$ cat config.mk
export PLATFORM = sky130hd
export DESIGN_NAME = egr_dpb_ptr_broker
export DESIGN_NICKNAME = d
export VERILOG_FILES = /design/src/rtl/egr_dpb_pkg.sv /design/src/rtl/egr_dpb_ch_fifo.sv /design/src/rtl/egr_dpb_ptr_broker.sv
export SDC_FILE = /design/constraint.sdc
export NUM_CORES = 2
export LEC_CHECK = 0
export BUFFER_PORTS_ARGS = -buffer_cell sky130_fd_sc_hd__clkbuf_2
export CAP_MARGIN = 20
export CORE_MARGIN = 2
export CORE_UTILIZATION = 30
export CTS_BUF_LIST = sky130_fd_sc_hd__clkbuf_16
export CTS_CLUSTER_DIAMETER = 80
export DETAILED_ROUTE_END_ITERATION = 6
export MAX_ROUTING_LAYER = met4
export PLACE_DENSITY = 0.44
export SLEW_MARGIN = 20
export SYNTH_ARGS = -nofsm -noshare
export SYNTH_HDL_FRONTEND = slang
export SYNTH_SLANG_ARGS = --single-unit
$ cat constraint.sdc
create_clock -name cclk -period 3.29 [get_ports cclk]
set_input_delay 0.1645 -clock cclk [delete_from_list [all_inputs] [get_ports cclk]]
set_output_delay 0.1645 -clock cclk [all_outputs]
set_load 0.02 [all_outputs]
$ cat src/rtl/egr_dpb_pkg.sv
// Shared defaults and types for the egress dirty pointer broker.
// Optional build macro used by this block: EGR_DPB_BYPASS_EN (same-cycle push-to-pop bypass).
package egr_dpb_pkg;

  localparam int N_CH_DEF  = 4;
  localparam int PTR_W_DEF = 20;
  localparam int DEPTH_DEF = 16;
  localparam int CH_W_DEF  = $clog2(N_CH_DEF);
  localparam int CNT_W_DEF = $clog2(DEPTH_DEF) + 1;

  typedef logic [PTR_W_DEF-1:0] dpb_ptr_t;
  typedef logic [CH_W_DEF-1:0]  dpb_ch_t;
  typedef logic [CNT_W_DEF-1:0] dpb_cnt_t;

  typedef struct packed {
    logic     v;
    dpb_ch_t  ch;
    dpb_ptr_t ptr;
  } dpb_gnt_t;

endpackage

$ cat src/rtl/egr_dpb_ch_fifo.sv
// One per-channel circular FIFO of dirty pointers with registered occupancy count.
// Storage is intentionally left out of reset; only pointers and count are cleared.
module egr_dpb_ch_fifo
  import egr_dpb_pkg::*;
#(
  parameter int PTR_W = PTR_W_DEF,
  parameter int DEPTH = DEPTH_DEF,
  parameter int CNT_W = $clog2(DEPTH) + 1
) (
  input  logic             cclk,
  input  logic             rst,
  input  logic             push,
  input  logic [PTR_W-1:0] push_ptr,
  input  logic             pop,
  output logic [PTR_W-1:0] head_ptr,
  output logic [CNT_W-1:0] count,
  output logic             full,
  output logic             empty
);

  localparam int AW = $clog2(DEPTH);
  localparam logic [AW-1:0]    PTR_ONE = AW'(1'b1);
  localparam logic [CNT_W-1:0] CNT_ONE = CNT_W'(1'b1);

  logic [PTR_W-1:0] mem_r [DEPTH];
  logic [AW-1:0]    wr_ptr_r;
  logic [AW-1:0]    rd_ptr_r;
  logic [CNT_W-1:0] count_r;
  logic [CNT_W-1:0] count_nxt_s;
  logic             push_ok_s;
  logic             pop_ok_s;

  assign full      = (count_r == CNT_W'(DEPTH));
  assign empty     = (count_r == {CNT_W{1'b0}});
  assign push_ok_s = push && !full;
  assign pop_ok_s  = pop && !empty;
  assign head_ptr  = mem_r[rd_ptr_r];
  assign count     = count_r;

  // next occupancy from accepted push/pop pair
  always_comb begin
    count_nxt_s = count_r;
    case ({push_ok_s, pop_ok_s})
      2'b10:   count_nxt_s = count_r + CNT_ONE;
      2'b01:   count_nxt_s = count_r - CNT_ONE;
      default: count_nxt_s = count_r;
    endcase
  end

  // pointer and count state; power-of-2 depth makes the wrap implicit
  always_ff @(posedge cclk or posedge rst) begin
    if (rst) begin
      wr_ptr_r <= {AW{1'b0}};
      rd_ptr_r <= {AW{1'b0}};
      count_r  <= {CNT_W{1'b0}};
    end else begin
      if (push_ok_s) wr_ptr_r <= wr_ptr_r + PTR_ONE;
      if (pop_ok_s)  rd_ptr_r <= rd_ptr_r + PTR_ONE;
      count_r <= count_nxt_s;
    end
  end

  // entry storage write
  always_ff @(posedge cclk) begin
    if (push_ok_s) mem_r[wr_ptr_r] <= push_ptr;
  end

endmodule

$ cat src/rtl/egr_dpb_ptr_broker.sv
// Multi-channel dirty pointer broker: per-channel FIFOs feeding registered PFS grants.
// Optional build macro: EGR_DPB_BYPASS_EN grants an empty-channel pop straight from a coincident push.
module egr_dpb_ptr_broker
  import egr_dpb_pkg::*;
#(
  parameter int N_CH  = N_CH_DEF,
  parameter int PTR_W = PTR_W_DEF,
  parameter int DEPTH = DEPTH_DEF,
  parameter int CH_W  = $clog2(N_CH),
  parameter int CNT_W = $clog2(DEPTH) + 1
) (
  input  logic                  cclk,
  input  logic                  rst,
  input  logic                  dirty_v,
  input  logic [CH_W-1:0]       dirty_ch,
  input  logic [PTR_W-1:0]      dirty_ptr,
  output logic                  dirty_rdy,
  input  logic                  pfs_req_v,
  input  logic [CH_W-1:0]       pfs_req_ch,
  output logic                  pfs_gnt_v,
  output logic [CH_W-1:0]       pfs_gnt_ch,
  output logic [PTR_W-1:0]      pfs_gnt_ptr,
  output logic                  pfs_miss,
  output logic [N_CH*CNT_W-1:0] ch_occ,
  output logic [N_CH-1:0]       ch_empty,
  output logic                  ovf_err
);

  typedef struct packed {
    logic             v;
    logic [CH_W-1:0]  ch;
    logic [PTR_W-1:0] ptr;
  } gnt_t;

  logic [N_CH-1:0]  push_s;
  logic [N_CH-1:0]  pop_s;
  logic [N_CH-1:0]  full_s;
  logic [N_CH-1:0]  empty_s;
  logic [PTR_W-1:0] head_s [N_CH];
  logic [CNT_W-1:0] cnt_s  [N_CH];
  logic             bypass_s;
  logic             hit_s;
  gnt_t             gnt_r;
  gnt_t             gnt_nxt_s;
  logic             miss_r;
  logic             miss_nxt_s;
  logic             ovf_r;

  assign dirty_rdy = !full_s[dirty_ch];
  assign hit_s     = pfs_req_v && !empty_s[pfs_req_ch];

  // bypass only when the pop would otherwise miss on the very channel being pushed
  always_comb begin
`ifdef EGR_DPB_BYPASS_EN
    bypass_s = pfs_req_v && dirty_v && (dirty_ch == pfs_req_ch) && empty_s[pfs_req_ch];
`else
    bypass_s = 1'b0;
`endif
  end

  // per-channel push/pop strobes
  always_comb begin
    push_s = {N_CH{1'b0}};
    pop_s  = {N_CH{1'b0}};
    for (int c = 0; c < N_CH; c++) begin
      push_s[c] = dirty_v && (dirty_ch == CH_W'(c)) && !full_s[c] && !bypass_s;
      pop_s[c]  = pfs_req_v && (pfs_req_ch == CH_W'(c)) && !bypass_s;
    end
  end

  // next grant/miss; ch and ptr hold when nothing is granted
  always_comb begin
    gnt_nxt_s   = gnt_r;
    gnt_nxt_s.v = 1'b0;
    miss_nxt_s  = 1'b0;
    if (bypass_s) begin
      gnt_nxt_s.v   = 1'b1;
      gnt_nxt_s.ch  = pfs_req_ch;
      gnt_nxt_s.ptr = dirty_ptr;
    end else if (hit_s) begin
      gnt_nxt_s.v   = 1'b1;
      gnt_nxt_s.ch  = pfs_req_ch;
      gnt_nxt_s.ptr = head_s[pfs_req_ch];
    end else if (pfs_req_v) begin
      miss_nxt_s = 1'b1;
    end else begin
      miss_nxt_s = 1'b0;
    end
  end

  // grant, miss and sticky overflow registers
  always_ff @(posedge cclk or posedge rst) begin
    if (rst) begin
      gnt_r  <= '{v: 1'b0, ch: {CH_W{1'b0}}, ptr: {PTR_W{1'b0}}};
      miss_r <= 1'b0;
      ovf_r  <= 1'b0;
    end else begin
      gnt_r  <= gnt_nxt_s;
      miss_r <= miss_nxt_s;
      if (dirty_v && full_s[dirty_ch]) ovf_r <= 1'b1;
    end
  end

  for (genvar g = 0; g < N_CH; g++) begin : g_ch
    egr_dpb_ch_fifo #(
      .PTR_W (PTR_W),
      .DEPTH (DEPTH),
      .CNT_W (CNT_W)
    ) u_fifo (
      .cclk     (cclk),
      .rst      (rst),
      .push     (push_s[g]),
      .push_ptr (dirty_ptr),
      .pop      (pop_s[g]),
      .head_ptr (head_s[g]),
      .count    (cnt_s[g]),
      .full     (full_s[g]),
      .empty    (empty_s[g])
    );
    assign ch_occ[g*CNT_W +: CNT_W] = cnt_s[g];
  end

  assign ch_empty    = empty_s;
  assign pfs_gnt_v   = gnt_r.v;
  assign pfs_gnt_ch  = gnt_r.ch;
  assign pfs_gnt_ptr = gnt_r.ptr;
  assign pfs_miss    = miss_r;
  assign ovf_err     = ovf_r;

endmodule

==> summary.txt <==
Place
  • GP Congestion: 0.814
  • Hpwl dp: 93900 um
  • Placed Instance Area: roughly 0.058 mm2
  • # port buffers: 77
  • Setup WS pre-CTS: 257 ps
  • Inst Count DP: around 5200

Die
  • # rows: ~150
  • DIE AREA: 0.181 mm2
  • Core region area: 0.176 mm2
  • Starting Density: 0.302
  • Chip Width: 425 um
  • Die H: around 430 um
  • # IOs: 78

Drt
  • Routed WL per cell: 27.0 um
  • Residual DRC count: 0
  • Final Routed Wirelength: 150000 um
  • Vias: 27298
  • Iter 0 DRT Violations: 2340
  • Drt pass-1 iters: 5
  • Vias per cell: roughly 4.9
  • Antenna Violating Nets Remaining: 0

Final layout
  • Final Util: 0.354
  • Finished Cell Area: ~0.062 mm2
  • Layout cells sized above 1: 0.227
  • Fin cells: 5532
  • Post-layout nets: between 3000 and 4000
  • Area added between synthesis and finish: 17.1%

Clock tree
  • CTS Buffer Depth: 3
  • Clock sink count: 1357
  • Clk pin slew, worst setup/hold paths: 60 ps
  • H-tree depth: 4
  • TritonCTS clock tree: done
  • Post-CTS Resized: 0
  • TritonCTS Buffers: 145
  • CTS root buf: clkbuf_16
  • Clk Latency, worst-skew pair: 770 ps

Worst setup path
  • CP Launch Type: flip-flop
  • Buffers & Inverters on Critical Path: 1
  • CP max FO: 6
  • WS Path Type: reg -> reg
  • Arrival time worst endpoint: between 3000 and 4000 ps
  • CP max stage delay: 450 ps
  • Largest delay share family, worst path: simple AND/OR/NAND/NOR gates
  • CP endpoint kind: flip-flop
  • Crit-path slowest cell: dfrtp_1
  • Worst EP required: roughly 3900 ps
  • CP cell instances: nor4_1, a21oi_1, and3_1, inv_1, ha_1, ha_1, a21o_1, a21oi_1, xor2_1, nor2_1, xor2_1

STA
  • Layout Skew: approximately 27 ps
  • Max-slew headroom: 0.365
  • Fin crit period: 3010 ps
  • Final Max Tran Viols: 0
  • Final number of setup-violating endpoints: 0
  • Post-route setup TNS: 0 ps
  • Worst setup slack after layout: 276 ps
  • Worst Tran Pin Value: about 950 ps
  • Max Fclk: around 330 MHz
  • Period utilisation layout: 0.916
  • Final Hold Viols: 0
  • RSZ-0062 raised after global routing: false

Global routing
  • Initial antenna violation count: 14
  • Gr usage total: 0.170
  • Global-route wire length before repair: 212000 um
  • Vias in the first global route: 28157
  • Gr ovfl total: 0
  • Largest net degree at the start of global routing: 57

Pwr
  • Pint: 34300 uW
  • Maximum VDD drop: between 0.5 and 0.6 mV
  • Share of power burned in combinational logic: 0.274
  • Sequential power share: 0.416
  • NetSw: 16000 uW
  • Sw frac: 0.318
  • PwrDens: between 800 and 900 mW/mm2
  • Clock power frac: 0.310
  • Leak: 0.0208 uW

Synth
  • Warnings, synthesis: 0
  • Gate Count Post-Synth: about 2800
  • Synthesized area: 0.0533 mm2
  • Mean post-synth cell area: 19.0 um2
  • Register area share after synthesis: 0.758
  • Post-synthesis register bit count: between 1000 and 1500
  • Syn_nets: 2875
  • Synth unique cells: 50

Outcome
  • Status: completed

Hold path
  • Min-Delay Path Class: in -> async

Flow run
  • Max-cap violations: 0
## area by class of cell
class	instances	area, um2
Tap cell	2340	2930
Sequential cell	1357	40400
Antenna cell	4	10.0
Fill cell	16446	114000
Clock buffer	151	3780
Multi-Input combinational cell	1257	12200
Timing Repair Buffer	278	2230
Clock inverter	114	744
Inverter	31	119
## placed cells by master, fill, tap and decap left out, types with 35 or more instances in the layout
cell type	n
nor2_1	37
mux4_2	163
buf_4	164
nor2_2	46
nand2_1	83
mux2i_1	333
nand3_1	90
ha_1	36
clkbuf_16	151
a22oi_1	188
dfrtp_1	70
inv_1	57
clkbuf_2	64
a21oi_1	35
edfxtp_1	1280
## Yosys cell counts (all sizes together)
library cell	instances	share of area
a31o	1	0.00016
nor2b	25	0.0029
o21ai	14	0.0013
a21boi	2	0.00028
or3	17	0.0020
nor4	8	0.00094
mux2	8	0.0017
o211ai	1	0.00023
clkbuf	62	0.0045
and2b	1	0.00014
xnor2	28	0.0046
and3	3	0.00035
o21bai	1	0.00014
a221o	1	0.00019
a31oi	21	0.0025
nand3	90	0.0085
inv	31	0.0022
a22oi	188	0.027
a21o	8	0.0011
and4b	1	0.00019
nor2	83	0.0059
a211oi	4	0.00056
dfrtp	77	0.036
nand2	83	0.0059
nor3b	3	0.00061
nor3	17	0.0016
mux2i	333	0.063
mux4	163	0.069
o2111ai	16	0.0026
xor2	16	0.0026
a2111oi	2	0.00045
a221oi	1	0.00016
edfxtp	1280	0.72
ha	36	0.0085
fa	4	0.0015
and2	8	0.00094
nand4	28	0.0033
a21oi	35	0.0033
nand2b	6	0.00070
buf	100	0.011
o311ai	1	0.00016
## worst reg2reg max path, cell delays in order, from the launching register on
cell and delay [ps]:
dfrtp_1 450, nor4_1 440, a21oi_1 150, and3_1 220
inv_1 240, ha_1 340, ha_1 310, a21o_1 200
a21oi_1 170, xor2_1 170, nor2_1 70, xor2_1 140
## cell families after synthesis
kind of cell,synth area share
DFF,0.758
muxes,0.133
and+or+nand+nor,0.0339
AOI/OAI and AO/OA,0.0397
buffers and inverters,0.0181
xor gates and xnor gates,0.00724
adders and majority gates,0.00996
## per-stage QoR
stage	total power [uW]	hold WS, ps
global route	52500	59.0
detailed placement	35300	314
CTS	51000	16.4
floorplan	29800	263
finish	50300	43.9
global placement	35100	324
## power groups by stage
stage	clock [uW]	combinational [uW]	sequential, uW
floorplan	0	8970	20800
finish	15600	13800	20900
CTS	16000	14100	20900
global placement	0	13900	21200
detailed placement	0	14000	21300
global route	16700	14800	21000
## registers in the layout, summed over array words and instances, names as in the netlist
| register | flops |
|---|---|
| g_ch.u_fifo.count | 20 |
| g_ch.u_fifo.mem_r | 1280 |
| g_ch.u_fifo.rd_ptr_r | 16 |
| g_ch.u_fifo.wr_ptr_r | 16 |
| ovf_err | 1 |
| pfs_gnt_ch | 2 |
| pfs_gnt_ptr | 20 |
| pfs_gnt_v | 1 |
| pfs_miss | 1 |
## routing by layer
metal  share of wire  up-vias  track usage
met4           0.032        0       0.0582
li1                -    11890            -
met3           0.041      219       0.0228
met5               0        -            -
met1            0.44    14520        0.224
met2            0.49      669        0.271
## path summary, 6_finish.rpt
| kind | start | to | slack, ps | depth (start not counted) |
|---|---|---|---|---|
| worst min register to register | ovf_err | ovf_err | 500 | 1 |
| min in group cclk | dirty_ptr[16] | g_ch[3].u_fifo.mem_r[5][16] | 80 | 1 |
| max in group asynchronous | rst | g_ch[1].u_fifo.rd_ptr_r[1] | 2400 | 4 |
| worst min-delay path | rst | pfs_miss | 40 | 3 |
| worst max register to register | g_ch[2].u_fifo.count[0] | g_ch[2].u_fifo.count[4] | 280 | 11 |
| worst max-delay path | g_ch[2].u_fifo.count[0] | g_ch[2].u_fifo.count[4] | 280 | 11 |
## what timing repair did
action / CTS / global route
hold buffers: 14 / 2
hold endpoints to repair: 248 / 55
setup buffers: 0 / 0
Power figures use the tool's default switching activity.
